[src/rtl/rst_seq_ctrl_pkg.sv]
// Shared types for the reset sequencer: FSM state encoding and index sizing helper.
package rst_seq_ctrl_pkg;

  typedef enum logic [1:0] {
    HOLD      = 2'd0,
    RELEASE   = 2'd1,
    RUN       = 2'd2,
    SW_ASSERT = 2'd3
  } state_t;

  // Domain index width; a single domain still needs a 1-bit index.
  function automatic int idx_width(input int n);
    return (n > 1) ? $clog2(n) : 1;
  endfunction

endpackage

[src/rtl/rst_seq_ctrl_if.sv]
// Software-reset handshake and sequenced reset outputs of the reset sequencer.
interface rst_seq_ctrl_if #(
  parameter int NUM_DOM = 3
);
  logic               sw_rst_req;
  logic               sw_rst_ack;
  logic [NUM_DOM-1:0] dom_rst_n;
  logic               seq_busy;
  logic               sys_ready;

  // master: software/requester side; slave: the sequencer
  modport master (
    output sw_rst_req,
    input  sw_rst_ack, dom_rst_n, seq_busy, sys_ready
  );
  modport slave (
    input  sw_rst_req,
    output sw_rst_ack, dom_rst_n, seq_busy, sys_ready
  );
endinterface

[src/rtl/rst_seq_ctrl.sv]
// Reset sequencer: holds all domain resets, then releases them one by one in index
// order with a fixed gap; a software request re-asserts everything and reruns it.
module rst_seq_ctrl
  import rst_seq_ctrl_pkg::*;
#(
  parameter int NUM_DOM  = 3,
  parameter int HOLD_CYC = 4,
  parameter int REL_DLY  = 8,
  parameter int CNT_W    = 4
) (
  input  logic           clk,
  input  logic           rst_n,
  rst_seq_ctrl_if.slave  bus
);

  localparam int IDX_W = idx_width(NUM_DOM);

  state_t             state_reg, state_next;
  logic [CNT_W-1:0]   cnt_reg, cnt_next;
  logic [IDX_W-1:0]   idx_reg, idx_next;
  logic [NUM_DOM-1:0] dom_reg, dom_next;
  logic               busy_reg, busy_next;
  logic               ready_reg, ready_next;
  logic               ack_reg, ack_next;

  logic               hold_done;
  logic               rel_done;
  logic               last_dom;
  logic [NUM_DOM-1:0] rel_hit;

  assign hold_done = (cnt_reg == CNT_W'(HOLD_CYC - 1));
  assign rel_done  = (cnt_reg == CNT_W'(REL_DLY - 1));
  assign last_dom  = (idx_reg == IDX_W'(NUM_DOM - 1));

  // One-hot of the domain that releases on this edge, if any.
  generate
    for (genvar gi = 0; gi < NUM_DOM; gi++) begin : g_hit
      assign rel_hit[gi] = rel_done && (idx_reg == IDX_W'(gi));
    end
  endgenerate

  always_ff @(posedge clk or negedge rst_n) begin
    if (!rst_n) begin
      state_reg <= HOLD;
      cnt_reg   <= '0;
      idx_reg   <= '0;
      dom_reg   <= '0;
      busy_reg  <= 1'b1;
      ready_reg <= 1'b0;
      ack_reg   <= 1'b0;
    end else begin
      state_reg <= state_next;
      cnt_reg   <= cnt_next;
      idx_reg   <= idx_next;
      dom_reg   <= dom_next;
      busy_reg  <= busy_next;
      ready_reg <= ready_next;
      ack_reg   <= ack_next;
    end
  end

  always_comb begin
    state_next = state_reg;
    case (state_reg)
      HOLD:      if (hold_done) state_next = RELEASE;
      RELEASE:   if (rel_done && last_dom) state_next = RUN;
      RUN:       if (bus.sw_rst_req) state_next = SW_ASSERT;
      SW_ASSERT: state_next = HOLD;
      default:   state_next = HOLD;
    endcase
  end

  always_comb begin
    cnt_next   = cnt_reg;
    idx_next   = idx_reg;
    dom_next   = dom_reg;
    busy_next  = 1'b1;
    ready_next = 1'b0;
    ack_next   = 1'b0;
    case (state_reg)
      HOLD: begin
        dom_next = '0;
        cnt_next = hold_done ? '0 : cnt_reg + 1'b1;
      end
      RELEASE: begin
        cnt_next = rel_done ? '0 : cnt_reg + 1'b1;
        dom_next = dom_reg | rel_hit;
        if (rel_done) begin
          idx_next = last_dom ? '0 : idx_reg + 1'b1;
          if (last_dom) begin
            busy_next  = 1'b0;
            ready_next = 1'b1;
          end
        end
      end
      RUN: begin
        busy_next  = 1'b0;
        ready_next = 1'b1;
        if (bus.sw_rst_req) begin
          dom_next   = '0;
          busy_next  = 1'b1;
          ready_next = 1'b0;
          ack_next   = 1'b1;
        end
      end
      SW_ASSERT: begin
        cnt_next = '0;
        idx_next = '0;
        dom_next = '0;
      end
      default: begin
        cnt_next = '0;
        idx_next = '0;
        dom_next = '0;
      end
    endcase
  end

  assign bus.sw_rst_ack = ack_reg;
  assign bus.dom_rst_n  = dom_reg;
  assign bus.seq_busy   = busy_reg;
  assign bus.sys_ready  = ready_reg;

endmodule
[src/flat_wrapper.sv]
// flat-port wrapper written by rule: the top's interface ports become plain ports
module rst_seq_ctrl_flat import rst_seq_ctrl_pkg::*;
#(
  parameter int NUM_DOM  = 3,
  parameter int HOLD_CYC = 4,
  parameter int REL_DLY  = 8,
  parameter int CNT_W    = 4
)
  (clk, rst_n, bus_sw_rst_req, bus_sw_rst_ack, bus_dom_rst_n, bus_seq_busy, bus_sys_ready);
  rst_seq_ctrl_if #(.NUM_DOM(NUM_DOM)) bus_i ();
  input  logic clk;
  input  logic rst_n;
  input wire logic [$bits(bus_i.sw_rst_req)-1:0] bus_sw_rst_req;
  output wire logic [$bits(bus_i.sw_rst_ack)-1:0] bus_sw_rst_ack;
  output wire logic [$bits(bus_i.dom_rst_n)-1:0] bus_dom_rst_n;
  output wire logic [$bits(bus_i.seq_busy)-1:0] bus_seq_busy;
  output wire logic [$bits(bus_i.sys_ready)-1:0] bus_sys_ready;
  assign bus_i.sw_rst_req = bus_sw_rst_req;
  assign bus_sw_rst_ack = bus_i.sw_rst_ack;
  assign bus_dom_rst_n = bus_i.dom_rst_n;
  assign bus_seq_busy = bus_i.seq_busy;
  assign bus_sys_ready = bus_i.sys_ready;
  rst_seq_ctrl #(.NUM_DOM(NUM_DOM), .HOLD_CYC(HOLD_CYC), .REL_DLY(REL_DLY), .CNT_W(CNT_W)) u_core (.clk(clk), .rst_n(rst_n), .bus(bus_i));
endmodule
[config.mk]
export PLATFORM = sky130hd
export DESIGN_NAME = rst_seq_ctrl_flat
export DESIGN_NICKNAME = d
export VERILOG_FILES = /design/src/rtl/rst_seq_ctrl_pkg.sv /design/src/rtl/rst_seq_ctrl_if.sv /design/src/rtl/rst_seq_ctrl.sv /design/src/flat_wrapper.sv
export SDC_FILE = /design/constraint.sdc
export NUM_CORES = 1
export LEC_CHECK = 0
export CAP_MARGIN = 10
export CORE_ASPECT_RATIO = 1.5
export CORE_MARGIN = 2
export CORE_UTILIZATION = 35
export CTS_CLUSTER_DIAMETER = 30
export DETAILED_ROUTE_END_ITERATION = 12
export MAX_ROUTING_LAYER = met4
export SETUP_SLACK_MARGIN = 0.15
export SLEW_MARGIN = 0
export SYNTH_ARGS = -nofsm -noshare
export SYNTH_HDL_FRONTEND = slang
export SYNTH_SLANG_ARGS = --single-unit
export TNS_END_PERCENT = 10
[constraint.sdc]
create_clock -name clk -period 3.2 [get_ports clk]
set_input_delay 0.48 -clock clk [delete_from_list [all_inputs] [get_ports clk]]
set_output_delay 0.48 -clock clk [all_outputs]
set_load 0.01 [all_outputs]
-- After elaboration in Yosys (flattened, before gate mapping)
Cells that the tools add are included.
Widths: inputs -> output; s select.
- input bits: 3
- output and inout bits: 6
- register bits: 14
- add/subtract/negate cells: 2
- bitwise gates (word level): 1
- reduce and logical (&&, ||, !) cells: 10
- eq/ne operators: 11
- multiplexer cells: 21
- operator list (kind ; count):
    $pmux 4 s3 ; 1
    $mux 2 ; 5
    $pmux 3 s3 ; 1
    $mux 4 ; 2
    $pmux 2 s4 ; 1
    $mux 1 ; 7
    $eq 2x2->1 const B ; 3
    $ne 2x1->1 const B ; 3
    $add 4x1->4 const B ; 1
    $eq 2x1->1 const B ; 2
    $eq 4x2->1 const B ; 1
    $eq 4x3->1 const B ; 1
    $logic_not 2->1 ; 2
    $pmux 1 s2 ; 2
    $pmux 2 s2 ; 1
    $logic_and 1x1->1 ; 3
    $mux 3 ; 1
    $or 3x3->3 ; 1
    $reduce_and 3->1 ; 1
    $reduce_bool 3->1 ; 1
    $add 2x1->2 const B ; 1
    $ne 2x2->1 const B ; 1
    $reduce_and 2->1 ; 1
    $reduce_bool 2->1 ; 1
    $reduce_or 2->1 ; 1

-- Depth between registers and ports, before layout
- depth after elaboration: 4
- depth in mapped cells: 7

-- Worst setup path after synthesis
Ideal clock, no wire load.
- path type: reg2reg
- from: register u_core.cnt_reg[0]
- to: register u_core.state_reg[1]
- cell stages (with the launch flop): 6
- path buffers: 0
- data arrival time: 1.273 ns
- path slack: 1.802 ns
- library setup time: 0.125 ns
- cells stage by stage: dfrtp_1 > ha_1 > nand3b_4 > o21ai_2 > nand3_2 > mux2_4
- longest elaborated chain between the ends: 4
- RTL lines (element ; line ; text):
    start, declared ; rst_seq_ctrl.sv:19 ; logic [CNT_W-1:0] cnt_reg, cnt_next;
    start signal, assigned ; rst_seq_ctrl.sv:53 ; cnt_reg <= cnt_next;
    $eq 4x3->1 ; rst_seq_ctrl.sv:32 ; assign rel_done = (cnt_reg == CNT_W'(REL_DLY - 1));
    $logic_and 1x1->1 ; rst_seq_ctrl.sv:66 ; RELEASE: if (rel_done && last_dom) state_next = RUN;
    $ne 2x1->1 (no source line) ; -- ;
    $reduce_and 3->1 (no source line) (*) ; -- ;
    end signal, assigned ; rst_seq_ctrl.sv:52 ; state_reg <= state_next;
    end, declared ; rst_seq_ctrl.sv:18 ; state_t state_reg, state_next;
Every way passes the cells marked *; elsewhere a longest branch is shown, timed or not.
A chain may end at the register's enable or synchronous reset.

-- Final worst setup path
- from: register u_core.busy_reg, in the netlist u_core.bus.seq_busy
- to: output bus_seq_busy
- RTL lines (element ; line ; text):
    start, declared ; rst_seq_ctrl.sv:22 ; logic busy_reg, busy_next;
    start signal, assigned ; rst_seq_ctrl.sv:56 ; busy_reg <= busy_next;
    end, declared ; flat_wrapper.sv:16 ; output wire logic [$bits(bus_i.seq_busy)-1:0] bus_seq_busy;
No word-level cell between the ends.

==> summary by stage <==
GRT
The number of global-route vias before repair is 532. The global-route wire length before repair is between 2000 and 2500 µm. For this run, the total global-route usage over all layers was measured as 12.5%. The maximum number of pins on one net before global-route repair is 15.

Global routing finished with a remaining overflow of 0. The number of antenna violations at the first check in global routing is 0.

Worst setup path
Traced cell by cell, the critical path runs through clkdlybuf4s50_1. The worst-path maximum fanout is 1. The critical path class is reg2out. The critical-path cell with the highest stage delay is sky130_fd_sc_hd__dfstp_2. The worst setup path is captured at an output pin. At the worst endpoint, the arrival time is between 1000 and 1500 ps. In this design, the stage delay of the slowest critical-path cell is between 500 and 600 ps. Data on the critical path is required at its endpoint by approximately 2700 ps.

The cell type group with the largest total delay on the critical path is flip-flops. The number of buffers and inverters on the critical path is 1. The startpoint type of the worst setup path is a flop.

Power and ir drop
The total design power is between 0.7 and 0.8 mW. Net switching is approximately two fifths of the power. Power spread over the standard cell area amounts to between 800 and 900 mW/mm². In this run the static leakage power is between 0.4 and 0.5 nW. Per report_power, the clock group accounts for between 10% and 20% of the total. The register share of total power is ~37%. Combinational logic burns about 46% of the power.

The internal power consumption is between 0.4 and 0.5 mW. Across the VDD grid, the largest voltage drop is around 0.46 mV. In this run the power spent charging and discharging nets is 0.280 mW.

Timing
The final hold violation count was 0. The final critical delay including setup and external delays is between 1500 and 2000 ps. The transition time at the pin with the least slew margin is 623 ps. The share of the clock period used by the worst path is between 50 and 60%.

The worst slew margin relative to its limit is between 50% and 60%. The setup slack of the critical path after layout is approximately 1400 ps. The worst hold slack is 518 ps. Timing would allow up to 559 MHz.

The count of final max-slew check failures is 0. The setup-violating endpoint count in the final report is 0. The setup TNS is 0 ps. The setup clock skew after layout is about 2.5 ps. Setup repair after global routing left no endpoint under its margin.

Clocking
After clock tree synthesis, the clock-pin slew on the worst setup and hold paths is 90 ps. The latest clock arrival within the worst-skew pair is about 270 ps. The root buffer selected by CTS is sky130_fd_sc_hd__clkbuf_4. Hold repair after CTS inserted 0 buffers.

Buffers inserted during clock tree synthesis total 3. The count of clock tree sinks is 14. TritonCTS built the clock tree.

No sink is reached through more buffers than the 2 on the longest clock path. Post-CTS repair changed the size of 0 cells. The deepest level of the CTS H-tree is 1. The post-CTS repair timing setup buffer count is 0.

Worst hold path
In this run the worst hold path is classified as reg2reg.

Floorplanning
The area of the core is ~0.0021 mm². The floorplan has 20 rows. The die width is between 40 and 50 µm. The floorplan step set the die height to 61.1 µm.

The floorplan step defined a die boundary enclosing 0.00257 mm². The top-level port count is 9. The initial utilization of the core area, before any placement, comes to a little under two fifths.

Routing
The routed wirelength normalized by instance count is 11.9 µm. The number of remaining DRC errors is 0. The total wire length is between 1000 and 1500 µm.

The number of detailed-route iterations in the first pass is 2. The DRC violation total after the first TritonRoute iteration is 1. The number of nets still failing antenna checks after routing is 0. The via density per instance is between 4 and 5. The total number of vias is around 540.

Cells and area
The number of flip-flops under the largest register name is 4. The share of the core filled with cells is 43.9%. The area of all placed cells without fillers is about 900 µm². The area overhead of the layout relative to synthesis is 18.2%.

The library cell used most frequently in the layout, excluding fill and tap cells, is sky130_fd_sc_hd__dfrtp_1. In the layout the commonest cells are 13 x sky130_fd_sc_hd__dfrtp_1, 9 x sky130_fd_sc_hd__nor2_1, 8 x sky130_fd_sc_hd__clkdlybuf4s50_1, 7 x sky130_fd_sc_hd__ha_1. The finished layout holds 109 standard cells, fillers aside. The number of antenna cells inserted is 0. The filler cells instantiated in the layout total 210. In the final layout, the share of cells above drive strength 1 is about a tenth. The final-stage net count is between 90 and 100.

Logic synthesis
In the post-synthesis netlist, the biggest area contributors are sky130_fd_sc_hd__dfrtp_1 43%, sky130_fd_sc_hd__ha_1 11%, sky130_fd_sc_hd__nor2_1 4.4%, sky130_fd_sc_hd__nor2b_1 4.1%, sky130_fd_sc_hd__dfstp_2 3.4%. A synthesized cell averages roughly 10 µm². The cell taking the most area after synthesis is sky130_fd_sc_hd__dfrtp_1. For this run, the register share of the synthesized area comes to 46.1%.

The cell area that synthesis handed to floorplanning was about 760 µm². Of the post-synthesis cell area, the dominant cell type holds between 40% and 50%. Counting distinct cell types in the post-synthesis netlist gives 27.

Counting every net in the synthesized netlist gives 86. The instance count of the mapped netlist is 76. The Yosys step of the flow raised 0 warnings. Counting flops and latches in the post-synthesis netlist gives 14.

Placement
The placement-stage worst setup slack is 1530 ps. Including well taps, the total number of placed cells is roughly 110. Buffers placed on the I/O ports in this run total 8. The total half-perimeter wirelength after legalization and detailed placement is about 1000 µm. At the end of routability-driven placement, the weighted congestion stood at about 0.73. The placement-stage cell area is 865 µm².

Job
The count of maximum capacitance violations is 0.

Status
The run finished with clean final reports.
[layer usage]
layer	track usage, %	routed length, µm	up-vias
met5	-	0	-
met1	15.7	589	252
li1	-	-	281
met4	6.70	26	0
met2	20.3	648	7
met3	1.17	36	2
[worst register-to-register path, stage by stage (launching register included)]
cell and delay (ps):
sky130_fd_sc_hd__dfrtp_1 450, sky130_fd_sc_hd__inv_1 120, sky130_fd_sc_hd__ha_1 390, sky130_fd_sc_hd__inv_1 140, sky130_fd_sc_hd__nor4_1 290, sky130_fd_sc_hd__a21oi_1 60, sky130_fd_sc_hd__o21ai_1 120
[final timing paths]
check | from | endpoint | slack [ps] | depth (start not counted)
hold reg to reg | u_core.bus.dom_rst_n[1] | u_core.bus.dom_rst_n[1] | 520 | 2
setup reg to reg | u_core.state_reg[1] | u_core.idx_reg[0] | 1570 | 6
setup / recovery | u_core.bus.seq_busy | bus_seq_busy | 1410 | 1
max in group asynchronous | rst_n | u_core.bus.sw_rst_ack | 2210 | 1
hold / removal | u_core.bus.dom_rst_n[1] | u_core.bus.dom_rst_n[1] | 520 | 2
min in group asynchronous | rst_n | u_core.cnt_reg[3] | 590 | 1
[power by group through the flow]
stage / sequential [mW] / combinational, mW / clock, mW
finish: 0.269 / 0.339 / 0.127
global placement: 0.270 / 0.342 / 0
floorplan: 0.270 / 0.256 / 0
global route: 0.277 / 0.385 / 0.138
detailed placement: 0.272 / 0.348 / 0
CTS: 0.269 / 0.347 / 0.132
[synthesized netlist by cell type (all sizes together)]
cell,n
nand3,4
o22ai,1
inv,5
and2,1
dfrtp,13
nand2,3
a21oi,4
o21ai,8
xnor2,1
nand2b,3
o31ai,1
nor2b,5
a32oi,1
nor2,9
ha,7
dfstp,1
nand3b,2
mux2,1
nor4,1
a21boi,1
xor2,1
a31oi,2
buf,1
[cell families (layout without fill, tap and decap cells)]
group / count (synthesis) / count (layout) / synth area share (%)
AOI/OAI and AO/OA: 18 / 18 / 14.0
muxes: 1 / 1 / 1.97
and+or+nand+nor: 28 / 28 / 21.0
buffers and inverters: 6 / 17 / 3.12
xor gates and xnor gates: 2 / 2 / 2.30
adders and majority gates: 7 / 7 / 11.5
DFF: 14 / 14 / 46.1
[final cells by class]
cell class,count,area [µm²],share of cell area (%)
multi-input combinational,56,387,42.9
sequential,14,352,39.0
timing repair buffer,8,80.1,8.89
clock buffer,4,36.3,4.03
tap,22,27.5,3.06
inverter,5,18.8,2.08
Note: power is estimated with default switching activity, not from simulation.
